<file path="config.mk">
export PLATFORM = sky130hd
export DESIGN_NAME = operand_latch
export DESIGN_NICKNAME = d
export VERILOG_FILES = /design/src/rtl/operand_latch.sv
export SDC_FILE = /design/constraint.sdc
export NUM_CORES = 1
export LEC_CHECK = 0
export BUFFER_PORTS_ARGS = -buffer_cell sky130_fd_sc_hd__buf_2
export CAP_MARGIN = 15
export CORE_MARGIN = 4
export CORE_UTILIZATION = 42
export CTS_CLUSTER_DIAMETER = 200
export DETAILED_ROUTE_END_ITERATION = 10
export HOLD_SLACK_MARGIN = 0.05
export PLACE_DENSITY = 0.77
export RECOVER_POWER = 100
export SYNTH_ARGS = -nofsm -noshare
export SYNTH_HDL_FRONTEND = slang
export SYNTH_SLANG_ARGS = --single-unit
</file>
<file path="constraint.sdc">
create_clock -name CLK -period 2 [get_ports CLK]
set_clock_uncertainty 0.05 [all_clocks]
set_input_delay 0.4 -clock CLK [delete_from_list [all_inputs] [get_ports CLK]]
set_output_delay 0.4 -clock CLK [all_outputs]
set_load 0.02 [all_outputs]
</file>
<file path="src/rtl/operand_latch.sv">
// Decode/execute boundary latch: resolves source operands through the
// EX/MEM and MEM/WB forwarding paths, inserts a single bubble on a
// load-use dependency, and registers the result into the execute stage.
module operand_latch #(
    parameter int DW = 32,
    parameter int AW = 5,
    parameter int CW = 16
) (
    input  logic          CLK,
    input  logic          nRST,
    input  logic          id_valid,
    input  logic [AW-1:0] id_rs,
    input  logic [AW-1:0] id_rt,
    input  logic [DW-1:0] id_rdat1,
    input  logic [DW-1:0] id_rdat2,
    input  logic [DW-1:0] id_imm,
    input  logic [AW-1:0] id_wsel,
    input  logic          id_regwrite,
    input  logic          id_memread,
    input  logic          exmem_regwrite,
    input  logic [AW-1:0] exmem_wsel,
    input  logic [DW-1:0] exmem_result,
    input  logic          memwb_regwrite,
    input  logic [AW-1:0] memwb_wsel,
    input  logic [DW-1:0] memwb_wdat,
    input  logic          ex_stall,
    input  logic          flush,
    output logic          id_hold,
    output logic          ex_valid,
    output logic [DW-1:0] ex_opa,
    output logic [DW-1:0] ex_opb,
    output logic [DW-1:0] ex_imm,
    output logic [AW-1:0] ex_wsel,
    output logic          ex_regwrite,
    output logic          ex_memread,
    output logic [CW-1:0] stall_count
);

    typedef logic [DW-1:0] word_t;

    word_t fwd_a;
    word_t fwd_b;
    logic  load_use;

    // Youngest producer wins; register 0 is hardwired and never forwarded.
    // MEM/WB covers the write landing in the register file at this same edge.
    function automatic word_t resolve(
        input logic [AW-1:0] src,
        input word_t         base,
        input logic          em_we,
        input logic [AW-1:0] em_sel,
        input word_t         em_dat,
        input logic          wb_we,
        input logic [AW-1:0] wb_sel,
        input word_t         wb_dat
    );
        word_t val;
        if (src == '0)
            val = '0;
        else if (em_we && (em_sel == src))
            val = em_dat;
        else if (wb_we && (wb_sel == src))
            val = wb_dat;
        else
            val = base;
        return val;
    endfunction

    // Operand resolution and load-use detection against the instruction now in EX.
    always_comb begin
        fwd_a    = resolve(id_rs, id_rdat1, exmem_regwrite, exmem_wsel, exmem_result,
                           memwb_regwrite, memwb_wsel, memwb_wdat);
        fwd_b    = resolve(id_rt, id_rdat2, exmem_regwrite, exmem_wsel, exmem_result,
                           memwb_regwrite, memwb_wsel, memwb_wdat);
        load_use = ex_valid && ex_memread && (ex_wsel != '0) && id_valid &&
                   ((ex_wsel == id_rs) || (ex_wsel == id_rt));
        id_hold  = load_use | ex_stall;
    end

    // Pipeline register: flush beats stall beats bubble beats capture.
    always_ff @(posedge CLK or negedge nRST) begin
        if (!nRST) begin
            ex_valid    <= 1'b0;
            ex_opa      <= '0;
            ex_opb      <= '0;
            ex_imm      <= '0;
            ex_wsel     <= '0;
            ex_regwrite <= 1'b0;
            ex_memread  <= 1'b0;
            stall_count <= '0;
        end else if (flush) begin
            // Data fields are left as they were; only the control is squashed.
            ex_valid    <= 1'b0;
            ex_regwrite <= 1'b0;
            ex_memread  <= 1'b0;
        end else if (ex_stall) begin
            // Hold everything; operands stay as resolved at capture time.
        end else if (load_use) begin
            ex_valid    <= 1'b0;
            ex_regwrite <= 1'b0;
            ex_memread  <= 1'b0;
            if (stall_count != '1)
                stall_count <= stall_count + CW'(1);
        end else begin
            ex_valid    <= id_valid;
            ex_opa      <= fwd_a;
            ex_opb      <= fwd_b;
            ex_imm      <= id_imm;
            ex_wsel     <= id_wsel;
            ex_regwrite <= id_regwrite & id_valid;
            ex_memread  <= id_memread & id_valid;
        end
    end

endmodule

</file>
### Yosys cells after proc, flatten, opt, wreduce, memory -nomap -nowiden

Index checks and enable logic that the tools add are counted.
Widths: inputs -> output; s select.

| cells by class | value |
|---|---|
| add/subtract/negate cells | 1 |
| equality and inequality tests | 8 |
| muxes and demuxes | 15 |
| bitwise gates (word level) | 6 |
| reductions and logical operators | 14 |

Operator list:

| kind | number |
|---|---|
| $mux 32 | 6 |
| $eq 5x5->1 | 6 |
| $add 16x1->16 const B | 1 |
| $ne 16x16->1 const B | 1 |
| $logic_not 5->1 | 2 |
| $mux 1 | 9 |
| $logic_and 1x1->1 | 8 |
| $reduce_bool 5->1 | 1 |
| $reduce_and 4->1 | 1 |
| $not 1->1 | 3 |
| $reduce_and 3->1 | 1 |
| $and 1x1->1 | 2 |
| $ne 2x1->1 const B | 1 |
| $logic_or 1x1->1 | 1 |
| $or 1x1->1 | 1 |

| word-level totals | value |
|---|---|
| register bits | 120 |
| input bits | 194 |
| output and inout port bits | 121 |
| word-level logic and storage cells | 52 |

### Logic depth before layout (Yosys ltp)

| logic depth | value |
|---|---|
| depth in word-level cells | 7 |
| depth in mapped cells | 8 |
| depth with buffers taken out | 6 |

### Worst setup path after synthesis

Ideal clock, no wire load.

| timing | value |
|---|---|
| path type | flip-flop to output port |
| start | reg ex_wsel[1] |
| end | out id_hold |
| arrival | 1.913 ns |
| required time | 1.550 ns |
| path slack | -0.363 ns |
| cell stages (with the launch flop) | 6 |
| path buffers | 1 |
| path through | dfrtp_1 -> or4_1 -> o2111ai_1 -> nor2_1 -> clkbuf_1 -> or2_2 |

| on the way | value |
|---|---|
| longest elaborated chain between the ends | 5 |
| elaborated cells between the ends (all ways) | 8 |
| classes of those cells | 2 x eq/ne; 1 x bitwise; 5 x reduce/logical |

Ends and longest elaborated chain:

| what | line | text |
|---|---|---|
| start: declaration | 33 | `output logic [AW-1:0] ex_wsel,` |
| start signal: assignment | 109 | `ex_wsel <= id_wsel;` |
| $reduce_bool 5->1 | 75 | `load_use = ex_valid && ex_memread && (ex_wsel != '0) && id_valid &&` |
| $logic_and 1x1->1 (2 in series) | 75 |  |
| $logic_and 1x1->1 * | 75 |  |
| $or 1x1->1 * | 77 | `id_hold = load_use \| ex_stall;` |
| end: declaration | 28 | `output logic id_hold,` |

Mark *: on every way between the ends. The rest lies on a longest branch, timed or not.

### Worst setup path in the final report

| timing | value |
|---|---|
| start | reg ex_wsel[2] |
| end | out id_hold |

Same word-level chain as after synthesis.

==> run summary <==
total core area: 0.0152 mm²
Netlist Area Pre-Place: 0.00651 mm²
critical path class: flip-flop to primary output
failing checks: negative setup slack
post-route cell area: 0.00959 mm²
Die ar.: 0.0176 mm²
initial core utilization: 42.9%
routability cong.: 0.902
final core utilization: 63.1%
DR pass1 iterations: 5
RSZ-0062 raised after global routing: true
DIE WIDTH: 133 µm
largest net degree at the start of global routing: 41
reg-to-reg setup timing slack: -0.49 ns
Placed Cells: 1164
row count: 45
post-synthesis mux area share: 6.57%
final WL: 24000 µm
ANT nets after route: 0
vias post-DR: 6639
Syn Nets: 834
H-tree depth: 4
DRC Markers: 0
ys async rst share: 100%
peak supply drop: 662 µV
ys flop type: dfrtp_1
setup violators final: 112
Simple-Gate Fraction of Synth Area: 13.9%
max_cap viols: 0
Crit. End Element: primary output
GRT Util Overall: 26.7%
DR iter-0 viols: 321
initial antenna violation count: 1
setup ws final: -0.488 ns
Synth Area in Compound Gates: 23.4%
I/O Buffers: 314
CTS tree: built
post-synthesis sequential area ratio: 46.1%
Yosys top cell area share: 46.1%
fin crit share: 124%
Layout area overhead: 47.3%
Slew @ Worst Pin: 0.758 ns
pre-CTS WS: -0.299 ns
Pwr Density: 802 mW/mm²
# IOs: 315
Max Clk Rate: 402 MHz
Max transition margin: 49.5%
CP required: 1.55 ns
non-filler instance count after layout: 1209
Clk Latency, worst-skew pair: 0.41 ns
status: complete, but fails checks
vias in the first global route: 6741
Post-synth EDFFs: 0
top post-synthesis cells by count: dfrtp_1 (120), nand2_1 (99), nor2_1 (70)
Avg WL per Cell: 19.8 µm
CTS sink cnt: 120
half-perimeter wire length after placement: 17800 µm
largest family of logic cells by synthesized area: compound AO/OA/AOI/OAI gates
global route overflow: 0
XOR/XNOR Fraction of Synth Area: 5.65%
die boundary height: 133 µm
top cells by area, synth: dfrtp_1 (46%), a31oi_1 (6.1%), o31ai_2 (5.8%)
flops & latches, synth: 120
Post-DP Area: 0.00896 mm²
Hold Crit Class: primary input to flip-flop
CTS max path bufs: 2
Leakage: 4.55 nW
Root Buffer: clkbuf_16
CTS buffer count: 17
fin. max-slew vios: 0
post-synth top area cell: dfrtp_1
Nets: 1202
share of layout cells above drive strength 1: 42.1%
Ys Warns: 0
Synth Area in Adders: 0.192%
Clock transition at path regs: 0.06 ns
WP data arrival: 2.04 ns
most common cell in the netlist: dfrtp_1
Post-Syn Area per Cell: 10.2 µm²
crit-path max FO: 2
cells after synthesis: 639
Final Hold Viols: 0
post-synth cell types: 42
Final Critical Period: 2.49 ns
Setup crit start kind: flip-flop
via/cell ratio: 5.49
first-pass GRT wire length: 37000 µm
report_power, final:
part	switching, mW	internal, mW	leakage [nW]
Sequential	0.183	2.73	1.49
Combinational	1.13	0.809	2.80
Clock	1.11	1.73	0.262
worst paths after layout:
kind	from	end	cells after the start
setup reg to reg	ex_wsel[2]	ex_opa[29]	10
max in group asynchronous	nRST	ex_imm[13]	3
min in group asynchronous	nRST	ex_opb[6]	2
setup / recovery	ex_wsel[2]	id_hold	5
hold / removal	id_imm[2]	ex_imm[2]	2
hold reg to reg	ex_opb[7]	ex_opb[7]	2
worst max-delay path: stages, from the launching register on:
cell and delay, ns:
dfrtp_2 0.40, or4_4 0.57, o2111ai_4 0.25, nor2_4 0.05
or2_4 0.23, buf_6 0.13
cells in the final DEF (no fill, tap or decap), types with 4 or more instances in the layout:
cell type,instances
a22o_1,33
dfrtp_1,118
clkbuf_1,121
a21boi_2,30
nand4_1,7
xor2_1,22
and3_1,9
nor2_1,69
clkbuf_16,17
clkinv_2,5
nand3_1,8
nand2_1,99
buf_2,193
mux2_2,11
o31ai_2,29
a31oi_1,64
buf_12,14
mux2_4,27
clkinvlp_4,4
buf_4,54
xnor2_1,18
buf_6,9
nor4_1,4
sequential cells by signal, summed over array words and instances (netlist names):
register / flops
stall_count: 16
ex_memread: 1
ex_imm: 32
ex_opb: 32
ex_valid: 1
ex_opa: 32
ex_wsel: 5
ex_regwrite: 1
stage by stage:
step                      TNS [ns]  hold WS, ns  power, mW
final                       -39.23        0.164       7.69
after global routing        -46.77        0.153       8.03
after CTS                   -27.54        0.149       7.80
after detailed placement    -19.89        0.318       4.88
after global placement      -15.33        0.315       4.84
after floorplan              -5.30       0.0544       3.99
layer usage:
metal	GRT usage, %	vias up	share of wire, %
li1	-	3041	-
met2	45.1	351	50
met4	10.5	0	3.0
met5	0	-	0
met1	32.2	3192	39
met3	7.76	55	8.2
cell families after synthesis:
family                   after synthesis
adder cells (fa/ha/maj)                1
flip-flops                           120
XOR/XNOR                              42
buffers and inverters                 52
AND/OR/NAND/NOR                      214
multiplexers                          38
AO/OA/AOI/OAI                        172
final cells by class:
cell class / instances / area [µm²]
diodes: 1 / 2.50
fillers: 1310 / 5610
well taps: 188 / 235
multi-input cells: 467 / 3480
clock inverters: 12 / 103
flip-flops and latches: 120 / 3010
clock buffers: 20 / 447
inverters: 4 / 15.0
repair buffers: 397 / 2300
repair_timing:
action,in CTS,in global routing
setup endpoints to repair,120,121
cloned,3,0
buffers inserted,5,3
endpoints found under the hold margin,27,0
resized for setup,20,8
pin swaps,3,3
hold buffers,1,0
(Power assumes the default switching activity.)
